===== src/rtl/mem_reader.sv =====
// mem_reader: button-triggered read controller for the 8-bit data memory.
// A button press issues one read (btn[0]) or a scan of SCAN_LEN consecutive
// reads (btn[1]) starting at BASE_ADDR. btn[2] aborts and clears the output.
// Each word is presented on data_out with a one-cycle data_valid strobe.
//
// Ports:
//   clk, rst      system clock, synchronous active-high reset
//   btn[2:0]      raw active-low buttons: [0] single, [1] scan, [2] clear
//   wr_busy       writer owns the RAM port this cycle; no read may issue
//   rd_en/rd_addr RAM read strobe and address
//   rd_data       RAM data, valid RD_LAT cycles after the rd_en cycle
//   data_out      last captured word
//   data_valid    one-cycle pulse when a new data_out appears
//   busy          controller is not idle
//   rd_count      words captured, saturating (only with MEM_READER_CNT_EN)
//
// Optional feature macro: MEM_READER_CNT_EN adds the rd_count output.
//
// state | meaning
// IDLE  | waiting for a single/scan command
// ISSUE | presenting rd_addr; read fires on the first cycle wr_busy is low
// WAIT  | counting down the RAM read latency, captures rd_data at zero

module mem_reader #(
    parameter int ADDR_W    = 8,
    parameter int DATA_W    = 8,
    parameter int RD_LAT    = 1,
    parameter int BASE_ADDR = 6,
    parameter int SCAN_LEN  = 4
) (
    input  logic              clk,
    input  logic              rst,
    input  logic [2:0]        btn,
    input  logic              wr_busy,
    output logic              rd_en,
    output logic [ADDR_W-1:0] rd_addr,
    input  logic [DATA_W-1:0] rd_data,
    output logic [DATA_W-1:0] data_out,
    output logic              data_valid,
    output logic              busy
`ifdef MEM_READER_CNT_EN
    ,
    output logic [7:0]        rd_count
`endif
);

    typedef enum logic [1:0] {IDLE, ISSUE, WAIT} state_t;

    state_t            state;
    logic [2:0]        sync1, sync2, prev;
    logic [1:0]        settle;
    logic [ADDR_W-1:0] addr;
    logic [7:0]        remaining;
    logic [1:0]        lat_cnt;
    logic [2:0]        fall;
    logic              cmd_single, cmd_scan, cmd_clear;
    logic              capture;

    // The three button flops reset to 1, but a button held low through
    // reset still ripples a 1->0 transition down the chain after release.
    // Edges are ignored until the chain has refilled with real samples.
    always_ff @(posedge clk) begin
        if (rst) begin
            sync1  <= '1;
            sync2  <= '1;
            prev   <= '1;
            settle <= 2'd3;
        end else begin
            sync1 <= btn;
            sync2 <= sync1;
            prev  <= sync2;
            if (settle != 2'd0) begin
                settle <= settle - 2'd1;
            end
        end
    end

    assign fall       = (settle == 2'd0) ? (prev & ~sync2) : 3'b000;
    assign cmd_clear  = fall[2];
    assign cmd_scan   = fall[1];
    assign cmd_single = fall[0];

    assign capture = (state == WAIT) && (lat_cnt == 2'd0);

    always_ff @(posedge clk) begin
        if (rst) begin
            state      <= IDLE;
            addr       <= '0;
            remaining  <= '0;
            lat_cnt    <= '0;
            data_out   <= '0;
            data_valid <= 1'b0;
        end else begin
            data_valid <= 1'b0;
            if (cmd_clear) begin
                // An in-flight read is simply abandoned; its data never lands.
                state     <= IDLE;
                data_out  <= '0;
                remaining <= '0;
            end else begin
                unique case (state)
                    IDLE: begin
                        if (cmd_scan || cmd_single) begin
                            state     <= ISSUE;
                            addr      <= ADDR_W'(BASE_ADDR);
                            remaining <= cmd_scan ? 8'(SCAN_LEN) : 8'd1;
                        end
                    end
                    ISSUE: begin
                        if (!wr_busy) begin
                            state   <= WAIT;
                            lat_cnt <= 2'(RD_LAT - 1);
                        end
                    end
                    WAIT: begin
                        if (capture) begin
                            data_out   <= rd_data;
                            data_valid <= 1'b1;
                            remaining  <= remaining - 8'd1;
                            addr       <= addr + 1'b1;
                            state      <= (remaining > 8'd1) ? ISSUE : IDLE;
                        end else begin
                            lat_cnt <= lat_cnt - 2'd1;
                        end
                    end
                    default: state <= IDLE;
                endcase
            end
        end
    end

    // rd_en must follow wr_busy within the same cycle, so it is decoded
    // from the state register rather than registered itself.
    assign rd_en   = (state == ISSUE) && !wr_busy;
    assign rd_addr = addr;
    assign busy    = (state != IDLE);

`ifdef MEM_READER_CNT_EN
    always_ff @(posedge clk) begin
        if (rst) begin
            rd_count <= '0;
        end else if (cmd_clear) begin
            rd_count <= '0;
        end else if (capture && rd_count != 8'hFF) begin
            rd_count <= rd_count + 8'd1;
        end
    end
`endif

endmodule


===== config.mk =====
export PLATFORM = sky130hd
export DESIGN_NAME = mem_reader
export DESIGN_NICKNAME = d
export VERILOG_FILES = /design/src/rtl/mem_reader.sv
export SDC_FILE = /design/constraint.sdc
export NUM_CORES = 1
export LEC_CHECK = 0
export ABC_AREA = 1
export CAP_MARGIN = 20
export CELL_PAD_IN_SITES_DETAIL_PLACEMENT = 1
export CELL_PAD_IN_SITES_GLOBAL_PLACEMENT = 1
export CORE_AREA = 2 2 82 84
export CTS_CLUSTER_SIZE = 20
export DETAILED_ROUTE_END_ITERATION = 10
export DIE_AREA = 0 0 84 86
export GPL_ROUTABILITY_DRIVEN = 1
export PLACE_DENSITY = 0.78
export SETUP_SLACK_MARGIN = 0.2
export SLEW_MARGIN = 20
export SYNTH_ARGS = -nofsm -noshare
export SYNTH_HDL_FRONTEND = slang
export SYNTH_SLANG_ARGS = --single-unit

===== constraint.sdc =====
create_clock -name clk -period 1.4 [get_ports clk]
set_clock_uncertainty 0.1 [all_clocks]
set_input_delay 0.28 -clock clk [delete_from_list [all_inputs] [get_ports clk]]
set_output_delay 0.28 -clock clk [all_outputs]
set_load 0.005 [all_outputs]

Yosys cells after proc, flatten, opt, wreduce, memory -nomap -nowiden. Cells that the tools add are included.

Flip-flop bits (word level): 40. Bits of input ports: 14. Output and inout port bits: 19. Logic and storage cells: 60.

Add/subtract/negate cells: 4. Order comparisons: 1. Eq/ne operators: 6. Multiplexer cells: 17. Bitwise logic cells: 4. Reduce and logical (&&, ||, !) cells: 18.

Operators with widths (number): $mux 8 (4); $pmux 8 s2 (2); $mux 2 (5); $add 8x1->8 const B (1); $gt 8x1->1 const B (1); $ne 2x2->1 const B (4); $reduce_and 4->1 (2); $reduce_bool 2->1 (4); $sub 8x1->8 const B (1); $logic_not 2->1 (3); $mux 3 (2); $pmux 2 s3 (1); $reduce_and 3->1 (2); $pmux 2 s2 (1); $sub 2x1->2 const B (2); $and 3x3->3 (1); $not 3->3 (1); $reduce_or 3->1 (1); $eq 2x1->1 const B (1); $eq 2x2->1 const B (1); $logic_and 1x1->1 (2); $mux 1 (2); $not 1->1 (2); $reduce_and 2->1 (1); other kinds (3) (3).

Depth between registers and ports, before layout. Gate-level depths: netlist of run 1.

Word-level depth: 6. Depth in mapped cells: 10. Gate-level depth less buffers: 10.

Least setup slack after synthesis of run 1. Ideal clock, no wire load.

Path kind: register to register. Start: reg settle[0]. End: reg addr[5] (netlist: rd_addr[5]). Setup time: 0.127 ns. Arrival: 1.281 ns. Data required time: 1.173 ns. Slack: -0.108 ns. Stages on the path, launching flop included: 11. Path buffers: 1. Period minus slack after synthesis: 1.508 ns. Cells stage by stage: dfxtp_1 -> inv_1 -> ha_1 -> nand3_1 -> nand3_2 -> nand3_1 -> buf_6 -> nand2_1 -> inv_1 -> nor2_1 -> nor2_1.

Longest elaborated chain between the ends: 5. Elaborated cells on any way between the ends: 6. Classes of those cells: 1 x eq/ne; 1 x mux; 1 x bitwise; 3 x reduce/logical.

Ends and longest elaborated chain: start, declared (RTL line 51) `logic [1:0] settle;`; start signal, assigned (RTL line 73) `settle <= settle - 2'd1;`; $logic_not 2->1 (*) (RTL line 78) `assign fall = (settle == 2'd0) ? (prev & ~sync2) : 3'b000;`; $mux 3 (*) (RTL line 78); $logic_or 1x1->1 (RTL line 103) `if (cmd_scan || cmd_single) begin`; $ne 2x2->1 (no line); $reduce_and 4->1 (no line) (*); end signal, assigned (RTL line 105) `addr <= ADDR_W'(BASE_ADDR);`; end signal, assigned (RTL line 120) `addr <= addr + 1'b1;`; end, declared (RTL line 52) `logic [ADDR_W-1:0] addr;`.

Mark *: on every way between the ends. The rest lies on a longest branch, timed or not. A chain may end at the register's enable or synchronous reset.

Worst setup path after layout of run 1.
Start: reg lat_cnt[0]. End: reg remaining[7].

Longest elaborated chain between the ends: 4.

Ends and longest elaborated chain: start, declared (RTL line 54) `logic [1:0] lat_cnt;`; start signal, assigned (RTL line 112) `lat_cnt <= 2'(RD_LAT - 1);`; start signal, assigned (RTL line 123) `lat_cnt <= lat_cnt - 2'd1;`; $logic_not 2->1 (RTL line 83) `assign capture = (state == WAIT) && (lat_cnt == 2'd0);`; $logic_and 1x1->1 (RTL line 83); $ne 2x2->1 (no line); $reduce_and 3->1 (no line); end signal, assigned (RTL line 106) `remaining <= cmd_scan ? 8'(SCAN_LEN) : 8'd1;`; end signal, assigned (RTL line 119) `remaining <= remaining - 8'd1;`; end, declared (RTL line 53) `logic [7:0] remaining;`.

No other way between the ends.

==> impl_metrics.py, run 1 <==
metrics = {
    "power_and_ir_drop": {
        "switching_share_pct": 32.1,
        "cellLeakagePower_nw": 1.36,
        "p_sw_mw": 0.970,
        "cellInternalPower_mw": 2.05,
        "vdd_drop_max_v": 0.000608,
        "pwr-share-clk_pct": 28.1,
        "combPwrFrac_pct": 30.6,
        "pwr-share-seq_pct": 41.4,
        "p_per_area_nw_per_um2": 955,
    },
    "sta": {
        "hold_violations": 0,
        "setup_ws_ns": -0.248,
        "relSlewSlack_pct": 76.1,
        "worst_pin_slew_ns": 0.356,
        "min_period_over_period_pct": 118,
        "fmax_mhz": 607,
        "finalSetupTns_ns": -3.51,
        "period_needed_ns": 1.65,
        "slew_viol_final": 0,
        "rsz0062_at_grt": "yes",
        "setup_violations": 29,
    },
    "run": {
        "cap_viol_max_count": 0,
    },
    "drt": {
        "drc_errors": 0,
        "drt-pass1-iter-count": 4,
        "antenna_left": 0,
        "drt_wl_total_um": 6780,
        "drt_iter0_drc": 47,
        "vias": 2081,
        "wl_per_cell_um": 15.6,
        "vias_per_cell": 4.78,
    },
    "logic_synthesis": {
        "syn_inst": 264,
        "yosys_register_bits": 40,
        "synth_nets": 283,
        "yosys.area.top_type": "dfxtp_1",
        "yosysSeqAreaShare_pct": 43.3,
        "synth_cell_type_count": 25,
        "synth_area_sq_um": 1850,
        "synth_top_area_share_pct": 43.3,
        "ys_warn_count": 0,
        "synth_area_leaders": "dfxtp_1 (43%), nand2_1 (13%), nor2_1 (8.1%), inv_1 (6.9%), a21oi_1 (5.7%)",
        "syn_area_per_cell_sq_um": 7.01,
    },
    "floorplan": {
        "die_area_sq_um": 7220,
        "die_w_um": 84,
        "core-area_sq_um": 6280,
        "row_count": 29,
        "initial_utilization_pct": 29.5,
        "io_pins": 33,
        "die_h_um": 86,
    },
    "global_routing": {
        "grt_usage_pct": 17.9,
        "grt_pass1_vias": 2209,
        "grt_max_degree": 16,
        "grt_pass1_wl_um": 10400,
        "overflow": 0,
        "grt_antenna_before_repair": 0,
    },
    "critical_path": {
        "worstSetupPathType": "register to register",
        "r2r-start": "lat_cnt[0]$_SDFFE_PP0P_",
        "worst-r2r-setup-slack_ns": -0.25,
        "arrival_ns": 1.74,
        "crit_path_start_kind": "register",
        "cp-end-kind": "register",
        "crit_required_ns": 1.49,
        "r2r_end": "remaining[7]$_SDFFE_PP0P_",
        "critPathMaxFanout": 2,
        "r2r_cells": 9,
    },
    "clock_tree": {
        "clockBufferDepth": 2,
        "worstSkewPairLatency_ns": 0.30,
        "cts_root_buf": "clkbuf_8",
        "cts_tree": "built",
        "numCtsBuffers": 5,
        "cts_hold_buf": 0,
        "clkSinkCount": 40,
        "htreeDepth": 2,
        "clkSlewWorstSetupHoldPaths_ns": 0.08,
    },
    "cells_and_area": {
        "utilization_pct": 50.4,
        "final_common_cell": "nand2_1",
        "regArea_sq_um": 841,
        "area_growth_syn_to_layout_pct": 70.9,
        "drive_above_1_share_pct": 50.3,
        "fin_nets": 376,
        "num-fill-cells": 765,
        "layout_common_cells": "nand2_1 (45), buf_4 (35), nor2_1 (31)",
        "multiInputGateArea_sq_um": 1140,
        "diodes": 0,
    },
    "placed_design": {
        "place_ws_ns": -0.295,
        "gp_congestion": 0.743,
        "port_buffers": 32,
        "hpwl_um": 3680,
    },
    "worst_hold_path": {
        "hold_path_depth": 1,
        "min_to": "sync2[2]$_SDFF_PP1_",
        "min_from": "sync1[2]$_SDFF_PP1_",
        "hp-class": "register to register",
    },
    "status": {
        "violations": "negative setup slack",
        "status": "complete, but fails checks",
    },
}
==> timing repair <==
action,4_1_cts,5_1_grt
buffers inserted,21,9
resized for setup,148,45
endpoints found under the setup margin,48,33
endpoints found under the hold margin,0,0
pin swaps,20,29
cloned,2,0
==> routing by layer <==
| metal | GRT usage, % | wire length [um] |
|---|---|---|
| met1 | 20.3 | 2770 |
| met2 | 32.8 | 3530 |
| met3 | 3.18 | 251 |
| met4 | 7.77 | 223 |
| met5 | 0 | 0 |
==> cells by family (layout without fill, tap and decap cells) <==
logic type | after synthesis | after routing | synth area share (%)
AO/OA/AOI/OAI | 34 | 34 | 9.80
AND/OR/NAND/NOR | 142 | 142 | 33.4
XOR/XNOR | 1 | 1 | 0.473
buffers and inverters | 42 | 136 | 9.67
flip-flops | 40 | 40 | 43.3
adder cells (fa/ha/maj) | 5 | 5 | 3.38
==> cell usage after synthesis <==
master and count:
a211oi_2 1, a21oi_1 21, and2_1 1, buf_2 1, buf_6 2, clkbuf_1 1, clkinv_4 1, dfxtp_1 40
ha_1 5, inv_1 34, inv_2 3, nand2_1 63, nand2_2 3, nand3_1 19, nand3_2 1, nand4_1 4
nor2_1 40, nor2_4 2, nor3_1 2, o21ai_0 9, o21ai_1 2, o21ai_2 1, or2_0 1, or2_2 6
xnor2_1 1
==> layout make-up <==
cell class                 count  area share, %
clock buffer                   6           2.61
clock inverter                 2          0.435
multi-input combinational    182           36.1
tap                           77           3.05
sequential                    40           26.6
timing repair buffer          90           26.0
inverter                      38           5.22
==> sequential cells by signal (all words and copies together) (netlist names) <==
register,flops
data_out,8
data_valid,1
lat_cnt,2
prev,3
rd_addr,8
remaining,8
settle,2
state,2
sync1,3
sync2,3
==> worst max path at each step <==
| stage | startpoint | end | slack, ns | depth (start not counted) |
|---|---|---|---|---|
| 3_5_place_dp | wr_busy | rd_en | -0.30 | 3 |
| 2_1_floorplan | lat_cnt[1]$_SDFFE_PP0P_ | rd_addr[5]$_SDFFE_PP0P_ | 0.03 | 10 |
| 5_1_grt | lat_cnt[0]$_SDFFE_PP0P_ | remaining[7]$_SDFFE_PP0P_ | -0.31 | 9 |
| 4_1_cts | settle[0]$_SDFFE_PP1N_ | rd_addr[7]$_SDFFE_PP0P_ | -0.12 | 10 |
| 6_report | lat_cnt[0]$_SDFFE_PP0P_ | remaining[7]$_SDFFE_PP0P_ | -0.25 | 9 |
| 3_3_place_gp | wr_busy | rd_en | -0.28 | 3 |
==> metrics by stage <==
stage / power, mW / cell area, sq um / std cells / hold slack (ns)
floorplan: 1.61 / 1930 / 264 / 0.284
global placement: 1.84 / 2530 / 395 / 0.292
detailed placement: 1.88 / 2530 / 395 / 0.299
CTS: 2.88 / 2950 / 426 / 0.320
global route: 3.17 / 3160 / 435 / 0.345
finish: 3.02 / 3160 / 435 / 0.321
==> power groups by stage <==
stage / clock, mW / combinational [mW] / sequential, mW
after global placement: 0 / 0.567 / 1.28
after floorplan: 0 / 0.336 / 1.27
after CTS: 0.864 / 0.772 / 1.24
final: 0.848 / 0.922 / 1.25
after detailed placement: 0 / 0.596 / 1.28
after global routing: 0.919 / 0.995 / 1.26
==> worst max-delay path: stages, from the launching register on <==
cell,delay (ns)
dfxtp_2,0.33
inv_2,0.08
ha_4,0.15
inv_4,0.04
a21oi_4,0.21
buf_6,0.15
buf_6,0.08
nand4_1,0.09
o21ai_1,0.23
nor2_1,0.08
Note: power is estimated with default switching activity, not from simulation.
==> inputs of run 2 (changes only) <==
--- a/config.mk
+++ b/config.mk
@@ -14,8 +14,9 @@
 export DETAILED_ROUTE_END_ITERATION = 10
 export DIE_AREA = 0 0 84 86
 export GPL_ROUTABILITY_DRIVEN = 1
+export MAX_ROUTING_LAYER = met4
 export PLACE_DENSITY = 0.78
-export SETUP_SLACK_MARGIN = 0.2
+export SETUP_SLACK_MARGIN = 0.02
 export SLEW_MARGIN = 20
 export SYNTH_ARGS = -nofsm -noshare
 export SYNTH_HDL_FRONTEND = slang
==> run 2 against run 1 <==
- the run still ends with negative setup slack left
- worst hold slack got worse by 0.0071 ns
- sequential cell count stayed put
- utilization rose by 1.7 points
- sequential power about the same
- power grew 3.5%
- non-clock buffer count is 8 lower
- final area increased by 3.4%
- clock power up 19%
- sequential share of layout area shrank 1.0 points
- die area is the same
- largest cell class unchanged
- largest power group unchanged
- highest routed layer unchanged
==> impl_metrics.py, run 2 (same netlist as run 1, synthesis figures left out) <==
metrics = {
    "sta": {
        "hold_violations": 0,
        "rsz0062_at_grt": "yes",
        "slew_viol_final": 0,
        "min_period_over_period_pct": 111,
        "worst_pin_slew_ns": 0.327,
        "fmax_mhz": 644,
        "period_needed_ns": 1.55,
        "setup_ws_ns": -0.152,
        "setup_violations": 28,
        "relSlewSlack_pct": 78.0,
    },
    "worst_hold_path": {
        "hp-class": "register to register",
    },
    "power_and_ir_drop": {
        "p_sw_mw": 0.987,
        "vdd_drop_max_v": 0.000767,
        "pwr-share-clk_pct": 32.2,
        "cellInternalPower_mw": 2.14,
        "switching_share_pct": 31.6,
        "combPwrFrac_pct": 27.8,
        "cellLeakagePower_nw": 1.36,
        "pwr-share-seq_pct": 40.0,
        "p_per_area_nw_per_um2": 956,
    },
    "placed_design": {
        "dp_cells": 400,
        "port_buffers": 32,
        "place_ws_ns": -0.291,
        "hpwl_um": 3730,
        "gp_congestion": 0.822,
    },
    "global_routing": {
        "grt_pass1_vias": 2123,
        "grt_antenna_before_repair": 0,
        "overflow": 0,
        "grt_usage_pct": 17.3,
        "grt_max_degree": 15,
        "grt_pass1_wl_um": 9790,
    },
    "drt": {
        "antenna_left": 0,
        "drc_errors": 0,
        "drt-pass1-iter-count": 4,
        "vias": 2059,
        "wl_per_cell_um": 15.7,
        "drt_iter0_drc": 40,
        "vias_per_cell": 4.82,
        "drt_wl_total_um": 6710,
    },
    "clock_tree": {
        "worstSkewPairLatency_ns": 0.31,
        "clkSlewWorstSetupHoldPaths_ns": 0.09,
        "cts_tree": "built",
        "htreeDepth": 2,
        "numCtsBuffers": 5,
        "clockBufferDepth": 2,
        "clkSinkCount": 40,
        "cts_hold_buf": 0,
        "cts_root_buf": "clkbuf_8",
    },
    "floorplan": {
        "io_pins": 33,
        "die_w_um": 84,
        "row_count": 29,
        "die_area_sq_um": 7220,
        "initial_utilization_pct": 29.5,
        "die_h_um": 86,
        "core-area_sq_um": 6280,
    },
    "critical_path": {
        "path_cells": "buf_6 -> buf_6 -> a21oi_4 -> nand3_4 -> buf_8 -> nand2_4 -> inv_2 -> nor2_2 -> nor2_1",
        "crit_path_start_kind": "register",
        "critPathMaxFanout": 7,
        "cp-end-kind": "register",
        "path_common_cell": "buf_6",
        "slowest_delay_ns": 0.36,
        "worstSetupPathType": "register to register",
        "critPathBufInv": 4,
        "crit_required_ns": 1.50,
        "arrival_ns": 1.65,
        "cp_slowest_cell": "dfxtp_4",
        "worst-r2r-setup-slack_ns": -0.15,
        "critical-path-top-delay-family": "buffers and inverters",
    },
    "cells_and_area": {
        "drive_above_1_share_pct": 48.6,
        "diodes": 0,
        "area_growth_syn_to_layout_pct": 76.7,
        "layout_common_cells": "nand2_1 (40), buf_4 (33), nor2_1 (26)",
        "fin_nets": 368,
        "final_common_cell": "nand2_1",
        "instances_no_fill": 427,
    },
    "run": {
        "cap_viol_max_count": 0,
    },
    "status": {
        "status": "complete, but fails checks",
        "violations": "negative setup slack",
    },
}
[run 2: routing by layer]
metal,up-vias,wire (um),GRT usage [%]
li1,1000,-,-
met1,996,2610,19.4
met2,44,3670,30.7
met3,19,205,2.98
met4,0,221,6.89
met5,-,0,-
[run 2: layout make-up]
type,count,area (sq um)
Clock inverter,3,46.3
Timing Repair Buffer,82,777
Inverter,38,175
Tap cell,77,96.3
Clock buffer,5,68.8
Fill cell,742,3010
Sequential cell,40,836
Multi-Input combinational cell,182,1270
[run 2: timing repair]
item                       4_1_cts  5_1_grt
pin swaps                       25       22
gates cloned                     0        1
resized for setup              113       61
setup buffers                   17        3
setup endpoints to repair       46       31
[run 2: final timing paths]
path                    startpoint                       to  cells after the start
max          state[1]$_SDFFE_PP0P_  rd_addr[5]$_SDFFE_PP0P_                      9
min            sync1[2]$_SDFF_PP1_      sync2[2]$_SDFF_PP1_                      1
max reg2reg  state[1]$_SDFFE_PP0P_  rd_addr[5]$_SDFFE_PP0P_                      9
min reg2reg    sync1[2]$_SDFF_PP1_      sync2[2]$_SDFF_PP1_                      1
[run 2: power groups by stage]
stage / registers (mW) / logic (mW) / clock network [mW]
floorplan: 1.27 / 0.331 / 0
finish: 1.25 / 0.868 / 1.01
detailed placement: 1.28 / 0.584 / 0
global route: 1.26 / 0.941 / 1.06
global placement: 1.27 / 0.558 / 0
CTS: 1.24 / 0.727 / 1.03
[run 2: per-stage QoR]
step	instance area, sq um	utilization (%)	power [mW]	hold WS, ns	TNS, ns
floorplan	1920	-	1.60	0.284	0
global placement	2530	40.4	1.83	0.291	-1.03
detailed placement	2530	40.4	1.86	0.299	-1.76
CTS	2980	47.5	3.00	0.318	-1.42
global route	3270	52.1	3.26	0.358	-4.04
finish	3270	52.1	3.12	0.313	-2.04
